## src/rtl/csela_share_ctrl_pkg.sv

```systemverilog
// csela_ctrl_pkg: shared types and helpers for the carry-select adder share controller
//   state_t     : controller phase, IDLE -> EXEC -> RESP
//   NUM_REQ_MAX : largest supported requester count
//   idx_w()     : width of a requester index (at least one bit)
package csela_ctrl_pkg;

    typedef enum logic [1:0] {
        IDLE = 2'd0,
        EXEC = 2'd1,
        RESP = 2'd2
    } state_t;

    localparam int NUM_REQ_MAX = 4;

    function automatic int idx_w(input int n);
        return (n > 1) ? $clog2(n) : 1;
    endfunction

endpackage

```

## src/rtl/csela_share_ctrl_rr_arbiter.sv

```systemverilog
// rr_arbiter: combinational round-robin pick of the first request at/after ptr
//   req : request vector
//   ptr : highest-priority requester index (must be < N)
//   gnt : one-hot grant, all zero when nothing requests
//   idx : index of the granted requester
//   any : at least one request present
module rr_arbiter #(
    parameter int N  = 2,
    parameter int IW = 1
) (
    input  logic [N-1:0]  req,
    input  logic [IW-1:0] ptr,
    output logic [N-1:0]  gnt,
    output logic [IW-1:0] idx,
    output logic          any
);

    logic [IW-1:0] cand;

    // Walk the circle farthest-first so the candidate nearest ptr wins last.
    always_comb begin
        idx  = '0;
        any  = 1'b0;
        cand = '0;
        for (int k = N - 1; k >= 0; k--) begin
            cand = IW'((int'(ptr) + k) % N);
            if (req[cand]) begin
                idx = cand;
                any = 1'b1;
            end
        end
    end

    assign gnt = any ? (N'(1) << idx) : '0;

endmodule

```

## src/rtl/csela_share_ctrl.sv

```systemverilog
// csela_share_ctrl: shares one external carry-select adder among NUM_REQ requesters
//   clk, rst                     : clock, synchronous active-high reset
//   req_valid/ready/a/b/sub      : per-requester operation channel (ready is one-hot)
//   rsp_valid/ready, rsp_sum/cout/ovf : per-requester result channel (valid is one-hot)
//   add_a/add_b/add_cin          : registered operands driven to the adder
//   add_sum/add_cout/add_ovf     : combinational adder results
//   busy                         : an operation is in flight
//   op_count                     : completed responses, wrapping
module csela_share_ctrl
    import csela_ctrl_pkg::*;
#(
    parameter int WIDTH   = 32,
    parameter int NUM_REQ = 2,
    parameter int CNT_W   = 16
) (
    input  logic                     clk,
    input  logic                     rst,
    input  logic [NUM_REQ-1:0]       req_valid,
    output logic [NUM_REQ-1:0]       req_ready,
    input  logic [NUM_REQ*WIDTH-1:0] req_a,
    input  logic [NUM_REQ*WIDTH-1:0] req_b,
    input  logic [NUM_REQ-1:0]       req_sub,
    output logic [NUM_REQ-1:0]       rsp_valid,
    input  logic [NUM_REQ-1:0]       rsp_ready,
    output logic [WIDTH-1:0]         rsp_sum,
    output logic                     rsp_cout,
    output logic                     rsp_ovf,
    output logic [WIDTH-1:0]         add_a,
    output logic [WIDTH-1:0]         add_b,
    output logic                     add_cin,
    input  logic [WIDTH-1:0]         add_sum,
    input  logic                     add_cout,
    input  logic                     add_ovf,
    output logic                     busy,
    output logic [CNT_W-1:0]         op_count
);

    localparam int IW = idx_w(NUM_REQ);

    state_t        state, state_nxt;
    logic [IW-1:0] rr_ptr, owner, g_idx;
    logic [NUM_REQ-1:0] g_vec;
    logic          g_any, accept, hs;
    logic [WIDTH-1:0] a_sel, b_sel;
    logic          sub_sel;

    rr_arbiter #(.N(NUM_REQ), .IW(IW)) u_arb (
        .req (req_valid),
        .ptr (rr_ptr),
        .gnt (g_vec),
        .idx (g_idx),
        .any (g_any)
    );

    assign a_sel   = req_a[int'(g_idx)*WIDTH +: WIDTH];
    assign b_sel   = req_b[int'(g_idx)*WIDTH +: WIDTH];
    assign sub_sel = req_sub[g_idx];
    assign accept  = (state == IDLE) && g_any;
    // Only the owner's rsp_ready can complete the response.
    assign hs      = (state == RESP) && rsp_ready[owner];

    always_ff @(posedge clk) begin
        if (rst) state <= IDLE;
        else     state <= state_nxt;
    end

    always_comb begin
        state_nxt = state;
        case (state)
            IDLE:    state_nxt = g_any ? EXEC : IDLE;
            EXEC:    state_nxt = RESP;
            RESP:    state_nxt = hs ? IDLE : RESP;
            default: state_nxt = IDLE;
        endcase
    end

    always_comb begin
        req_ready = (state == IDLE) ? g_vec : '0;
        rsp_valid = (state == RESP) ? (NUM_REQ'(1) << owner) : '0;
        busy      = (state != IDLE);
    end

    // Subtraction is a + ~b + 1, so the adder sees inverted b and cin=1.
    always_ff @(posedge clk) begin
        if (rst) begin
            rr_ptr   <= '0;
            owner    <= '0;
            add_a    <= '0;
            add_b    <= '0;
            add_cin  <= 1'b0;
            rsp_sum  <= '0;
            rsp_cout <= 1'b0;
            rsp_ovf  <= 1'b0;
            op_count <= '0;
        end else begin
            if (accept) begin
                owner   <= g_idx;
                add_a   <= a_sel;
                add_b   <= sub_sel ? ~b_sel : b_sel;
                add_cin <= sub_sel;
            end
            if (state == EXEC) begin
                rsp_sum  <= add_sum;
                rsp_cout <= add_cout;
                rsp_ovf  <= add_ovf;
            end
            if (hs) begin
                rr_ptr   <= (owner == IW'(NUM_REQ - 1)) ? '0 : owner + 1'b1;
                op_count <= op_count + 1'b1;
            end
        end
    end

endmodule
```

## config.mk

```make
export PLATFORM = sky130hd
export DESIGN_NAME = csela_share_ctrl
export DESIGN_NICKNAME = d
export VERILOG_FILES = /design/src/rtl/csela_share_ctrl_pkg.sv /design/src/rtl/csela_share_ctrl_rr_arbiter.sv /design/src/rtl/csela_share_ctrl.sv
export SDC_FILE = /design/constraint.sdc
export NUM_CORES = 1
export LEC_CHECK = 0
export ABC_AREA = 1
export CAP_MARGIN = 20
export CORE_AREA = 5 5 129 131
export CTS_CLUSTER_SIZE = 14
export DETAILED_ROUTE_END_ITERATION = 6
export DIE_AREA = 0 0 134 136
export PLACE_DENSITY = 0.8
export SYNTH_ARGS = -nofsm -noshare
export SYNTH_HDL_FRONTEND = slang
export SYNTH_SLANG_ARGS = --single-unit
```

## constraint.sdc

```tcl
create_clock -name clk -period 2.08 [get_ports clk]
set_input_delay 0.208 -clock clk [delete_from_list [all_inputs] [get_ports clk]]
set_output_delay 0.208 -clock clk [all_outputs]
set_load 0.05 [all_outputs]
```

==> Word level (Yosys, flattened, before mapping) <==
Index checks and enable logic that the tools add are counted.
{ "word_totals": {"regBits": 119, "input_bits": 170} }
{ "op_classes": {"add_sub_neg": 3, "magnitude_cmp": 4, "n_eq_ne": 2, "n_shift": 4, "mux": 20, "n_bitwise": 1, "reduce_logical": 4} }
{ "ops": {"columns": ["cell", "count"], "rows": [
  ["64-bit by 7-bit indexed part select with 32-bit output", 2],
  ["32-bit 2-to-1 mux", 1],
  ["32-bit inverter", 1],
  ["16-bit by 1-bit adder with 16-bit output (second input constant)", 1],
  ["1-bit 2-to-1 mux", 14],
  ["1-bit by 2-bit less-than comparator with 1-bit output (second input constant)", 4],
  ["2-bit 2-to-1 mux", 4],
  ["2-bit case mux with 3 select lines", 1],
  ["1-bit by 1-bit << shifter with 2-bit output (first input constant)", 2],
  ["1-bit adder (second input constant)", 2],
  ["2-bit by 1-bit == test with 1-bit output (second input constant)", 1],
  ["2-bit == test (second input constant)", 1],
  ["1-bit logical AND", 2],
  ["2-bit zero test", 1],
  ["2-bit nonzero test", 1]
]} }

==> Depth between registers and ports, before layout <==
{ "logic_depth": {"ltp_word": 8, "depth_mapped": 11} }

==> By module <==
Synthesis repeated with hierarchy kept, for this count alone.
{ "unflattened": {"hier_cells": 846, "area_unflattened_um2": 5685.5} }
{ "by_module_without_submodules": {"columns": ["module", "instances", "cells_per_inst", "area_each_um2", "seq_area_each_um2"], "rows": [
  ["csela_share_ctrl", 1, 839, 5655.4, 2382.3],
  ["rr_arbiter", 1, 7, 30.0, 0.0]
]} }

==> Least setup slack after synthesis <==
OpenSTA, ideal clock, no wires.
{ "synth_timing": {"path_type": "reg-to-reg", "from": "register op_count[1]", "to": "register op_count[8]", "setup_time_ps": 116, "t_arrival_ps": 1604, "required_ps": 1964, "slack_ps": 360, "path_stages_with_launch": 9, "path_buffers": 0, "synth_period_minus_slack_ps": 1720, "path_cell_list": "dfxtp_1 > ha_1 > inv_1 > nor2_1 > nand2_1 > nor2_2 > nand2_1 > o21ai_0 > nor2_1"} }
{ "synth_via": {"elab_chain_cells": 1} }
{ "synth_lines": {"columns": ["element", "line_no", "rtl"], "rows": [
  ["from (decl)", "csela_share_ctrl.sv:35", "output logic [CNT_W-1:0] op_count"],
  ["from (signal assigned)", "csela_share_ctrl.sv:109", "op_count <= op_count + 1'b1;"],
  ["16-bit by 1-bit adder with 16-bit output", "csela_share_ctrl.sv:109", null]
]} }
Every way passes these cells.
A chain may end at the register's enable or synchronous reset.

==> Worst setup path in the final report <==
{ "layout_timing": {"from": "register state[1]", "to": "output port busy"} }
{ "layout_via": {"elab_chain_cells": 1} }
{ "layout_lines": {"columns": ["element", "line_no", "rtl"], "rows": [
  ["from (decl)", "csela_share_ctrl.sv:40", "state_t state, state_nxt;"],
  ["from (signal assigned)", "csela_share_ctrl.sv:64", "else state <= state_nxt;"],
  ["2-bit nonzero test", "csela_share_ctrl.sv:80", "busy = (state != IDLE);"],
  ["to (decl)", "csela_share_ctrl.sv:34", "output logic busy,"]
]} }
Every way passes these cells.

==> summary by stage <==
Place
The placer congestion estimate is approximately 0.89. The number of buffers inserted by port buffering is 289. The standard cell area after detailed placement is around 9400 um^2.

The post-place setup slack is -0.02118 ns. The wire-length estimate of the detail-placed layout is 15,410 um.

Detailed routing
The detailed-router iteration count before antenna repair is 5. The initial detailed-routing violation count is 451. The routed wire length is between 20,000 and 25,000 um. Detailed routing inserted a total of 7,265 vias. The count of nets left with antenna violations once routing finished came out at 0. The wire length per cell is 13.82 um. In the routed design, unresolved DRC markers number 0. The average vias per placed instance is around 4.8.

Floorplanning
The initialized floorplan defines between 40 and 50 standard-cell rows. The floorplan step defined a die boundary enclosing 18,220 um^2. The vertical die dimension is 136 um. The I/O pin count is 290. The floorplan step set the die width to 134 um. For this configuration, the core starts out at a cell density of 0.4100. The core region is 15,480 um^2.

Synth
After synthesis, the share of cell area in mux cells is 0. The post-synthesis share of cell area spent on full adders, half adders and majority gates is 0.001971. The total of flip-flops plus latches after synthesis is 119.

The area fraction in compound gates after synthesis came to 0.09501. The mean post-synth cell area is 6.045 um^2. The number of warnings reported in the yosys synthesis log is 0.

Of the total synthesized cell area, the portion taken by AND, OR, NAND and NOR gates is 0.3828. The main combinational cell family by area after synthesis is simple AND/OR/NAND/NOR gates. The synthesized design spends more area on one cell type than any other, namely sky130_fd_sc_hd__dfxtp_1. Ranked by total cell area, the synthesized netlist is headed by sky130_fd_sc_hd__dfxtp_1 (38%), sky130_fd_sc_hd__nand2_1 (20%), sky130_fd_sc_hd__nor2_1 (9.8%).

Of the post-synthesis cell area, the dominant cell type holds 0.3753. The number of different library cells used by synthesis comes to 26. The sequential fraction of the synthesis area is 0.3753. The summed instance area of the synthesized netlist is ~6300 um^2.

Synthesis produced 1,050 cells. Of the total synthesized cell area, the portion taken by XOR and XNOR cells is 0.001380. The post-synth net total is 1,221.

Status
The flow ran to the end, and the final reports show no timing, DRC or antenna violations.

Cells and area
The library cell used most frequently in the layout, excluding fill and tap cells, is sky130_fd_sc_hd__nand2_1. The layout filler cell count is 1,362. In the final design database the tool counted between 1,000 and 1,500 nets.

The post-route cell area is 9981 um^2. The synthesis-to-layout area growth is 57.24%. The fraction of layout cells with a size suffix above 1 is 0.05397. Leaving out fill and tap cells, the most frequent cells in the layout are sky130_fd_sc_hd__nand2_1 (333), sky130_fd_sc_hd__clkdlybuf4s50_1 (285), sky130_fd_sc_hd__nor2_1 (166). The antenna diode count is 0.

Clocking
The H-tree depth is 4. Buffers inserted during clock tree synthesis total 17. The TritonCTS sink count is 119. The clock tree root buffer cell is sky130_fd_sc_hd__clkbuf_16.

The number of hold buffers added after CTS was 0. The number of cells upsized or downsized after cts is 1. The clock passes through at most 2 buffers. The clock tree from TritonCTS is built. The clock latency of the later-clocked register in the worst-skew pair is 0.42 ns. The CTS clock-pin slew for the worst setup and hold paths is 0.06 ns. Once the clock tree was built, the setup fixing pass inserted 0 buffers.

Setup path
Data arrives at the worst endpoint at ~1.8 ns. The highest cell delay on the worst timing path is 0.85 ns. The data required time at the worst endpoint is 1.87 ns. The worst setup path is captured at a primary output. Among all stages on the critical path, the largest delay is contributed by sky130_fd_sc_hd__clkdlybuf4s50_1. The worst-case reg-to-reg path depth is 8. By startpoint and endpoint, the worst setup path is classified as reg2out. The largest fanout of any net on the critical path is 3.

Walking the worst path, the cells encountered are nor2_1, inv_1, clkdlybuf4s50_1. The sort of element at the start of the critical path is a flop.

Global route
Summed over all layers, the global routing overflow is 0. The first global-routing pass estimated 33,380 um of wire. The pin count of the biggest net entering global routing is 85.

For this run, the total global-route usage over all layers was measured as 0.2252. The number of global-route vias before repair is 6,816. The number of antenna violations at the first check in global routing is 0.

Timing
For the final database, setup skew stands at 0.005672 ns. The summed negative setup slack over all endpoints is 0 ns. The maximum clock rate is 496.5 MHz. Hold is met by 0.3601 ns.

Setup slack on the critical path of the routed design comes to 0.06609 ns. The clock period minus final worst setup slack is 2.014 ns. Dividing the final minimum period by the clock period gives 0.9682. The max-slew headroom at the worst pin is 0.5820. The final number of hold-violating endpoints is 0.

The total count of max-transition violations in the final report is 0. Setup repair after global routing left no endpoint under its margin. The setup-violating endpoint count in the final report is 0. The transition time at the pin with the least slew margin is 0.6261 ns.

Power
Dividing total power by cell area gives a power density of 810.8 nW/um^2. IR analysis of the VDD net gives a maximum drop of around 570 uV. The leakage power is a little under 5 nW.

Worst hold path
The tightest min-delay check is of the in2reg type. Counting instances, the worst hold path has a depth of 3.

Job
Max-cap violations in this run came to 0.
==> layer usage <==
layer	global-route usage	vias up	part of all wire
li1	-	3754	-
met1	0.2755	3188	0.41
met2	0.3801	273	0.48
met3	0.04885	50	0.073
met4	0.1029	0	0.037
met5	0	-	0
==> synth_stat cells, drive strengths merged <==
library cell / n
nand2: 335
nor2: 169
inv: 149
dfxtp: 119
nand3: 92
o21ai: 90
buf: 41
clkbuf: 20
a31oi: 14
a21oi: 7
nand4: 7
and3: 1
ha: 1
nor3: 1
o211ai: 1
o21a: 1
o21bai: 1
xnor2: 1
==> worst paths after layout <==
check | start | endpoint | slack, ns
worst min-delay path | req_a[58] | add_a[26]$_SDFFE_PP0P_ | 0.36
worst min register to register | rr_ptr$_SDFFE_PP0P_ | rr_ptr$_SDFFE_PP0P_ | 0.49
worst max-delay path | state[1]$_SDFF_PP0_ | busy | 0.07
worst max register to register | op_count[1]$_SDFFE_PP0P_ | op_count[8]$_SDFFE_PP0P_ | 0.55
==> state kept, by name, summed over array words and instances, names as in the netlist <==
register / count
state: 2
add_cin: 1
rsp_sum: 32
rr_ptr: 1
rsp_cout: 1
owner: 1
rsp_ovf: 1
add_b: 32
op_count: 16
add_a: 32
==> critical path: cells and delay by family, from the launching register on <==
family	cells	cell delay (ns)
buffers and inverters	2	0.96
flip-flops	1	0.35
AND/OR/NAND/NOR	1	0.08
==> metrics by stage <==
stage / power, W / util / instances
floorplan: 0.004302 / - / 1050
global placement: 0.005291 / 0.6074 / 1494
detailed placement: 0.005326 / 0.6074 / 1494
CTS: 0.008161 / 0.6445 / 1526
global route: 0.008483 / 0.6447 / 1526
finish: 0.008092 / 0.6447 / 1526
==> final cells by class <==
cell class	instances	area (um^2)	share of cell area
Clock buffer	19	452.9	0.04538
Timing Repair Buffer	313	3169	0.3175
Sequential cell	119	2382	0.2387
Inverter	149	559.3	0.05604
Clock inverter	13	122.6	0.01229
Tap cell	192	240.2	0.02407
Multi-Input combinational cell	721	3054	0.3060
==> kinds of logic (layout without fill, tap and decap cells) <==
group / count (synthesis) / count (layout)
compound gates: 114 / 114
simple gates: 605 / 605
fa+ha+maj: 1 / 1
flops: 119 / 119
buf+inv: 210 / 494
xor+xnor: 1 / 1
==> power by group <==
group	total [W]	switching, W	internal (W)	leakage [nW]
Sequential	0.00264	0.000124	0.00251	0.981
Combinational	0.00264	0.00164	0.000998	3.63
Clock	0.00281	0.00110	0.00171	0.266
(Power assumes the default switching activity.)
